File: src/rtl/serial_add_pkg.sv
// rtl/serial_add_pkg.sv - shared types and helpers for the bit-serial adder
// Purpose: FSM state encoding, width limit and counter-width helper used by
//          serial_add_ctrl.
// Ports:   none (package).
package serial_add_pkg;

  typedef enum logic [1:0] {
    IDLE = 2'd0,
    RUN  = 2'd1,
    DONE = 2'd2
  } state_e;

  localparam int MAX_WIDTH = 32;

  // Bit counter width; never narrower than one bit.
  function automatic int cnt_width(input int w);
    return (w < 2) ? 1 : $clog2(w);
  endfunction

endpackage

File: src/rtl/fa_bit.sv
// rtl/fa_bit.sv - combinational 1-bit full adder cell
// Purpose: the single adder cell shared across every bit position.
// Ports:   a, b, cin -> sum (odd parity), carry (majority).
module fa_bit (
  input  logic a,
  input  logic b,
  input  logic cin,
  output logic sum,
  output logic carry
);

  assign sum   = a ^ b ^ cin;
  assign carry = (a & b) | (a & cin) | (b & cin);

endmodule

File: src/rtl/serial_add_ctrl.sv
// rtl/serial_add_ctrl.sv - bit-serial adder controller around one full-adder cell
// Purpose: accepts a WIDTH-bit operand pair, adds LSB-first over WIDTH cycles
//          through a registered carry, then holds sum/cout until consumed.
// Ports:   clk, rst_n (async, active-low)
//          start_valid/start_ready, a, b, cin : operand handshake
//          done_valid/done_ready, sum, cout   : result handshake
//          busy                               : high while in RUN
// Config:  SERIAL_ADD_SUB_EN adds input sub (1 = compute a - b).
module serial_add_ctrl
  import serial_add_pkg::*;
#(
  parameter int WIDTH = 8
) (
  input  logic             clk,
  input  logic             rst_n,
  input  logic             start_valid,
  output logic             start_ready,
  input  logic [WIDTH-1:0] a,
  input  logic [WIDTH-1:0] b,
  input  logic             cin,
`ifdef SERIAL_ADD_SUB_EN
  input  logic             sub,
`endif
  output logic             done_valid,
  input  logic             done_ready,
  output logic [WIDTH-1:0] sum,
  output logic             cout,
  output logic             busy
);

  localparam int CW = cnt_width(WIDTH);
  localparam logic [CW-1:0] CNT_LAST = CW'(WIDTH - 1);

  state_e           state_q, state_d;
  logic             rdy_q, rdy_d;
  logic [WIDTH-1:0] a_sr_q, a_sr_d;
  logic [WIDTH-1:0] b_sr_q, b_sr_d;
  logic [WIDTH-1:0] sum_sr_q, sum_sr_d;
  logic             carry_q, carry_d;
  logic [CW-1:0]    cnt_q, cnt_d;
  logic             done_q, done_d;
  logic [WIDTH-1:0] sum_q, sum_d;
  logic             cout_q, cout_d;

  logic             fa_sum, fa_carry;
  logic [WIDTH-1:0] b_load;
  logic             c_load;

  fa_bit u_fa (
    .a     (a_sr_q[0]),
    .b     (b_sr_q[0]),
    .cin   (carry_q),
    .sum   (fa_sum),
    .carry (fa_carry)
  );

  // rdy_q keeps start_ready low until the first clock after reset release.
  // In DONE a new operand pair can ride on the same cycle as the result.
  assign start_ready = ((state_q == IDLE) & rdy_q) |
                       ((state_q == DONE) & done_q & done_ready);
  assign done_valid  = done_q;
  assign busy        = (state_q == RUN);
  assign sum         = sum_q;
  assign cout        = cout_q;

  always_comb begin
    state_d  = state_q;
    rdy_d    = 1'b1;
    a_sr_d   = a_sr_q;
    b_sr_d   = b_sr_q;
    sum_sr_d = sum_sr_q;
    carry_d  = carry_q;
    cnt_d    = cnt_q;
    done_d   = done_q;
    sum_d    = sum_q;
    cout_d   = cout_q;

`ifdef SERIAL_ADD_SUB_EN
    // Two's-complement subtract: invert B and force carry-in to 1.
    b_load = sub ? ~b : b;
    c_load = sub ? 1'b1 : cin;
`else
    b_load = b;
    c_load = cin;
`endif

    case (state_q)
      IDLE: begin
        if (start_valid && start_ready) begin
          a_sr_d  = a;
          b_sr_d  = b_load;
          carry_d = c_load;
          cnt_d   = '0;
          state_d = RUN;
        end
      end
      RUN: begin
        sum_sr_d = {fa_sum, sum_sr_q[WIDTH-1:1]};
        carry_d  = fa_carry;
        a_sr_d   = a_sr_q >> 1;
        b_sr_d   = b_sr_q >> 1;
        if (cnt_q == CNT_LAST) begin
          state_d = DONE;
        end else begin
          cnt_d = cnt_q + CW'(1);
        end
      end
      DONE: begin
        // First DONE cycle captures the result into the output registers;
        // done_valid follows, so outputs never change while valid is high.
        if (!done_q) begin
          done_d = 1'b1;
          sum_d  = sum_sr_q;
          cout_d = carry_q;
        end else if (done_ready) begin
          done_d = 1'b0;
          if (start_valid) begin
            a_sr_d  = a;
            b_sr_d  = b_load;
            carry_d = c_load;
            cnt_d   = '0;
            state_d = RUN;
          end else begin
            state_d = IDLE;
          end
        end
      end
      default: state_d = IDLE;
    endcase
  end

  always_ff @(posedge clk or negedge rst_n) begin
    if (!rst_n) begin
      state_q  <= IDLE;
      rdy_q    <= 1'b0;
      a_sr_q   <= '0;
      b_sr_q   <= '0;
      sum_sr_q <= '0;
      carry_q  <= 1'b0;
      cnt_q    <= '0;
      done_q   <= 1'b0;
      sum_q    <= '0;
      cout_q   <= 1'b0;
    end else begin
      state_q  <= state_d;
      rdy_q    <= rdy_d;
      a_sr_q   <= a_sr_d;
      b_sr_q   <= b_sr_d;
      sum_sr_q <= sum_sr_d;
      carry_q  <= carry_d;
      cnt_q    <= cnt_d;
      done_q   <= done_d;
      sum_q    <= sum_d;
      cout_q   <= cout_d;
    end
  end

endmodule

File: config.mk
export PLATFORM = sky130hd
export DESIGN_NAME = serial_add_ctrl
export DESIGN_NICKNAME = d
export VERILOG_FILES = /design/src/rtl/serial_add_pkg.sv /design/src/rtl/fa_bit.sv /design/src/rtl/serial_add_ctrl.sv
export SDC_FILE = /design/constraint.sdc
export NUM_CORES = 1
export LEC_CHECK = 0
export CAP_MARGIN = 20
export CORE_ASPECT_RATIO = 0.75
export CORE_UTILIZATION = 50
export CTS_BUF_LIST = sky130_fd_sc_hd__clkbuf_8
export DETAILED_ROUTE_END_ITERATION = 10
export DONT_BUFFER_PORTS = 1
export MAX_ROUTING_LAYER = met4
export PLACE_DENSITY_LB_ADDON = 0.12
export SLEW_MARGIN = 20
export SYNTH_ARGS = -nofsm -noshare
export SYNTH_HDL_FRONTEND = slang
export SYNTH_SLANG_ARGS = --single-unit
export TNS_END_PERCENT = 1
File: constraint.sdc
create_clock -name clk -period 5.21 [get_ports clk]
set_clock_uncertainty 0.15 [all_clocks]
set_input_delay 1.042 -clock clk [delete_from_list [all_inputs] [get_ports clk]]
set_output_delay 1.042 -clock clk [all_outputs]
set_load 0.01 [all_outputs]
==> results of run 1 <==
-- worst register-to-register path, stage by stage, from the launching register on --
cell	delay (ps)
dfrtp_1	480
nor2b_2	560
buf_4	360
mux2_2	360
mux2_1	290
-- registers in the layout, summed over array words and instances (netlist names) --
signal,count
sum,8
done_valid,1
b_sr_q,8
state_q,2
rdy_q,1
carry_q,1
a_sr_q,8
cnt_q,3
sum_sr_q,8
cout,1
-- placed cells by master (no fill, tap or decap) --
cell | Yosys | routed
a21o_1 | 2 | 2
conb_1 | 1 | 1
fa_1 | 1 | 1
nand2_1 | 1 | 1
mux2_2 | 40 | 40
clkinvlp_4 | 0 | 1
o22ai_1 | 1 | 1
or3b_2 | 1 | 1
inv_1 | 3 | 3
nand2b_2 | 1 | 1
mux2_4 | 7 | 7
bufinv_16 | 0 | 1
ha_1 | 2 | 2
dfrtp_1 | 41 | 41
mux2_1 | 2 | 2
buf_4 | 0 | 1
a21bo_2 | 1 | 1
nor2b_1 | 3 | 2
nor3_1 | 1 | 1
clkbuf_8 | 0 | 5
nand2b_1 | 1 | 1
nand3_1 | 1 | 1
o32ai_4 | 1 | 1
nor2_2 | 1 | 1
clkinv_4 | 0 | 1
a21oi_1 | 6 | 6
mux2i_1 | 2 | 2
nor2b_2 | 0 | 1
-- area by class of cell --
cell class                 instances  area, um2  share of cell area
sequential                        41       1030               0.507
multi-input combinational         76        801               0.396
clock buffer                       5       68.8              0.0340
tap                               50       62.6              0.0309
clock inverter                     3       46.3              0.0229
inverter                           3       11.3             0.00557
timing repair buffer               1       7.51             0.00371
-- layer usage --
layer  track usage  wire length, um  vias to the layer above
met5             -                0                        -
met4        0.0980               63                        0
met3        0.0580              129                        8
met2         0.220             1200                       22
met1         0.189             1330                      471
li1              -                -                      448
-- worst max path at each step --
stage	startpoint	endpoint	slack, ps	cells past startpoint
2_1_floorplan	done_ready	start_ready	2590	2
3_3_place_gp	done_ready	start_ready	2550	2
3_5_place_dp	done_ready	start_ready	2540	2
4_1_cts	done_ready	start_ready	2540	2
5_1_grt	done_ready	start_ready	2510	2
6_report	done_ready	start_ready	2540	2
-- logic make-up after synthesis --
| group | count (synthesis) | synth area share |
|---|---|---|
| other cells | 1 | 0.00201 |
| mux | 51 | 0.320 |
| flops | 41 | 0.549 |
| simple gates | 10 | 0.0335 |
| compound gates | 11 | 0.0476 |
| fa+ha+maj | 3 | 0.0241 |
| buf+inv | 7 | 0.0234 |
-- metrics by stage --
step / utilization / setup slack [ps] / instances / hold WS [ps] / instance area (um2)
5_1_grt: 0.591 / 2510 / 179 / 259 / 2020
4_1_cts: 0.591 / 2540 / 179 / 265 / 2020
2_1_floorplan: - / 2590 / 124 / 302 / 1870
6_report: 0.591 / 2540 / 179 / 278 / 2020
3_3_place_gp: 0.557 / 2550 / 171 / 316 / 1910
3_5_place_dp: 0.557 / 2540 / 171 / 326 / 1910
-- power breakdown --
part           switching, mW  internal (mW)  total, mW
clock network          0.111          0.143      0.254
registers             0.0974          0.457      0.554
logic                  0.180          0.312      0.492
==> metrics.cfg, run 1 <==
[run_status]
outcome = complete, no violations

[timing]
drv_slew = 0
rsz0062_at_grt = no
tns_ps = 0
fin_crit_sh = 0.512
hold_viol = 0
fin_crit_ps = 2670
relSlewSlack = 0.366
setup_violations = 0
fmax_ghz = 0.375
worstMarginPinSlew_ps = 951

[worst_setup_path]
cp_slowest_cell = a21oi_1
arrival_ps = 1480
crit_path_max_incr_delay_ps = 380
worst-path-buf-inv = 0
path_cells = nand3_1 > a21oi_1
regToRegEndpoint = b_sr_q[1]$_DFFE_PN0P_
crit_fanout = 4
path_class = input pin to primary output
start_kind = input pin
reg2reg_slack_ps = 2910
endpoint_kind = primary output
reg2regPathDepth = 4
crit_family = compound AO/OA/AOI/OAI gates
r2r-start = state_q[1]$_DFFE_PN0P_
crit_required_ps = 4020

[routing]
drc = 0
avgRoutedWirePerCell_um = 15.2
drtAntennaViolNets = 0
drtIter0Drc = 28
wl_um = 2730
dr.pass1.iters = 4
vias_per_cell = 5.30
via_count = 949

[clock_tree]
hold_buffers = 0
clk_pin_slew_ps = 80
h-tree-depth = 2
tritoncts = yes
root_buffer = clkbuf_8
postCtsSetupRepairBufs = 0
clock_sinks = 41
cts_resized = 0
worstSkewPairLatency_ps = 300
cts_buffers = 5
clock_path_buffers = 2

[yosys]
synth_enable_flop_cells = 0
syn_area_per_cell_um2 = 15.1
synth_seq_cells = 41
synth_area_um2 = 1870
synth_ff_type = dfrtp_1
async_reset_ff_frac = 1.00
yosysTopAreaCell = dfrtp_1
synth_nets = 148
synth.most_common_cell = dfrtp_1
ys_top_cells_by_count = dfrtp_1, mux2_2, mux2_4, a21oi_1
ys_types = 24
yosysWarnings = 0
seq_area_frac_synth = 0.549
syn_inst = 124
ys_top_cells_by_area = dfrtp_1, mux2_2, mux2_4, a21oi_1, o32ai_4
yosysTopAreaCellShare = 0.549

[floorplanning]
start_util = 0.546
core_area_um2 = 3420
die-width_um = 72.6
fp-row-count = 18
io_pins = 33
fp.dieH_um = 54.9
dieArea_um2 = 3990

[placed_design]
gp_congestion = 0.810
hpwl_um = 1860
io_buffers = 0

[final_layout]
area_delta_synth_final_pct = 8.31
fin_nets = 152
diodes = 0
fill_cells = 275
drive_above_1_share = 0.481

[global_routing]
grt_overflow = 0
grt_usage = 0.155
antenna_found_initial = 0
grt_first_pass_wirelength_um = 4130
grt_pass1_vias = 887
grt_max_degree = 42

[power_and_ir_drop]
vdd_drop_max_mv = 0.276
p_per_area_nw_per_um2 = 643
p_total_mw = 1.30
leakagePower_nw = 0.928

[hold_path]
worstHoldPathType = input pin to async pin

[job]
drv_cap = 0

Power figures use the tool's default switching activity.
==> inputs of run 2 (changes only) <==
- clock period: 5.21 -> 2.7 ns (I/O delays scaled with it)
==> run 2 against run 1 <==
Global-route usage is 1.7 points higher. Non-clock buffer count is 4 higher. Clock-buffer cell count did not move. Sequential share of layout area decreased by 1.1 points. Critical path depth did not move. Sequential power up 93%. Die area unchanged. Clock power rose by 94%. Critical endpoint unchanged. Via count rose by 4.2%.
==> metrics.cfg, run 2 (synthesis gave the netlist of run 1 again) <==
[worst_setup_path]
regToRegEndpoint = cnt_q[2]$_DFFE_PN0P_  ; was b_sr_q[1]$_DFFE_PN0P_
arrival_ps = 1420  ; was 1480 ps
crit_required_ps = 2010  ; was 4020 ps
path_class = flip-flop to primary output  ; was input pin to primary output
r2r-start = cnt_q[0]$_DFFE_PN0P_  ; was state_q[1]$_DFFE_PN0P_
crit_family = flip-flops  ; was compound AO/OA/AOI/OAI gates
crit_fanout = 7  ; was 4
start_kind = flip-flop  ; was input pin
reg2reg_slack_ps = 820  ; was 2910 ps
crit_path_max_incr_delay_ps = 490  ; was 380 ps
cp_slowest_cell = dfrtp_1  ; was a21oi_1
cp_num_cells = 2  ; unchanged
worst-path-buf-inv = 0  ; unchanged
crit_path_end = start_ready  ; unchanged
reg2regPathDepth = 5  ; was 4
path_cells = nand2b_1 > a21oi_1  ; was nand3_1 > a21oi_1
critPathLaunch = state_q[1]$_DFFE_PN0P_  ; was done_ready
endpoint_kind = primary output  ; unchanged

[clock_tree]
clock_path_buffers = 2  ; unchanged
postCtsSetupRepairBufs = 0  ; unchanged
h-tree-depth = 2  ; unchanged
root_buffer = clkbuf_8  ; unchanged
tritoncts = yes  ; unchanged
clk_pin_slew_ps = 80  ; about the same
clock_sinks = 41  ; unchanged
worstSkewPairLatency_ps = 290  ; was 300 ps
cts_buffers = 5  ; unchanged

[timing]
relSlewSlack = 0.650  ; was 0.366
fin_crit_sh = 0.782
hold_viol = 0  ; unchanged
drv_slew = 0  ; unchanged
fin_ws_ps = 589  ; was 2540 ps
fin_crit_ps = 2110
fmax_ghz = 0.474
tns_ps = 0  ; unchanged
rsz0062_at_grt = no  ; unchanged
worstMarginPinSlew_ps = 524  ; was 951 ps
setup_violations = 0  ; unchanged
whs_ps = 177  ; was 278 ps

[placed_design]
post-place-ws_ps = 822  ; was 2540 ps
placed_cells = 173  ; was 171
hpwl_um = 1990  ; was 1860 um
gp_congestion = 0.734  ; was 0.810
io_buffers = 0  ; unchanged

[hold_path]
worstHoldPathType = input pin to flip-flop  ; was input pin to async pin

[floorplanning]
core_area_um2 = 3420  ; unchanged
io_pins = 33  ; unchanged
dieArea_um2 = 3990  ; unchanged
die-width_um = 72.6  ; unchanged
fp.dieH_um = 54.9  ; unchanged
start_util = 0.546  ; unchanged
fp-row-count = 18  ; unchanged

[final_layout]
fin_nets = 156  ; was 152
mostFrequentLayoutCells = dfrtp_1, mux2_2, mux2_4  ; unchanged
multi_input_area_um2 = 801  ; unchanged
area_delta_synth_final_pct = 10.7  ; was 8.31%
regArea_um2 = 1030  ; unchanged
final_common_cell = dfrtp_1  ; unchanged
layout.cells.non_filler = 183  ; was 179
drive_above_1_share = 0.489  ; was 0.481
fill_cells = 266  ; was 275
diodes = 0  ; unchanged
final_util = 0.604  ; was 0.591

[routing]
drc = 0  ; unchanged
via_count = 989  ; was 949
wl_um = 2880  ; was 2730 um
vias_per_cell = 5.40  ; was 5.30
drtAntennaViolNets = 0  ; unchanged
avgRoutedWirePerCell_um = 15.7  ; was 15.2 um
dr.pass1.iters = 4  ; unchanged
drtIter0Drc = 45  ; was 28

[power_and_ir_drop]
p_per_area_nw_per_um2 = 1230  ; was 643 nW/um2
leakagePower_nw = 0.951  ; was 0.928 nW
vdd_drop_max_mv = 0.805  ; was 0.276 mV

[global_routing]
grt_overflow = 0  ; unchanged
antenna_found_initial = 0  ; unchanged
grt_first_pass_wirelength_um = 4670  ; was 4130 um
grt_usage = 0.172  ; was 0.155
grt_pass1_vias = 1049  ; was 887
grt_max_degree = 42  ; unchanged

[job]
drv_cap = 0  ; unchanged

[run_status]
outcome = complete, no violations  ; unchanged

run 2: cell types whose count changed in the layout (fill, tap and decap cells not counted), sizes merged:
cell / previous run / this run
buf: 1 / 4
dlygate4sd3: 0 / 1
run 2: repair_timing:
item	in CTS	in global routing
endpoints found under the setup margin	0	0
hold endpoints to repair	41	0
gates resized for setup	0	0
hold buffers	2	0
run 2: area by class of cell:
cell class	instances	area share
clock buffers	5	0.0333
repair buffers	5	0.0254
inverters	3	0.00544
multi-input cells	76	0.387
clock inverters	3	0.0224
flip-flops and latches	41	0.496
well taps	50	0.0302
run 2: worst reg2reg max path, delay by kind of cell (launching register included):
family	cells	cell delay, ps
fa+ha+maj	2	450
compound gates	1	60
flops	1	420
mux	1	170
simple gates	1	500
run 2: worst min path at each step:
| stage | end | slack (ps) | cells past startpoint | from |
|---|---|---|---|---|
| after global placement | b_sr_q[2]$_DFFE_PN0P_ | 100 | 0 | rst_n |
| final | cnt_q[1]$_DFFE_PN0P_ | 180 | 1 | start_valid |
| after CTS | cnt_q[1]$_DFFE_PN0P_ | 170 | 1 | start_valid |
| after floorplan | a_sr_q[0]$_DFFE_PN0P_ | 90 | 0 | rst_n |
| after global routing | cnt_q[1]$_DFFE_PN0P_ | 160 | 1 | start_valid |
| after detailed placement | b_sr_q[2]$_DFFE_PN0P_ | 100 | 0 | rst_n |
run 2: where the power goes:
group	leakage (nW)	internal (mW)	switching (mW)
logic	0.390	0.622	0.360
clock network	0.0543	0.277	0.217
registers	0.507	0.882	0.187
run 2: metal layers:
layer	wire length, um	track usage	vias up	share of wire
met4	56	0.0980	0	0.019
met1	1320	0.198	502	0.46
met5	0	-	-	0
met3	187	0.0634	9	0.065
met2	1320	0.265	19	0.46
li1	-	-	459	-
run 2: metrics by stage:
stage	area (um2)	total power, mW
floorplan	1870	1.90
global placement	1920	2.01
detailed placement	1920	2.06
CTS	2070	2.58
global route	2070	2.73
finish	2070	2.54
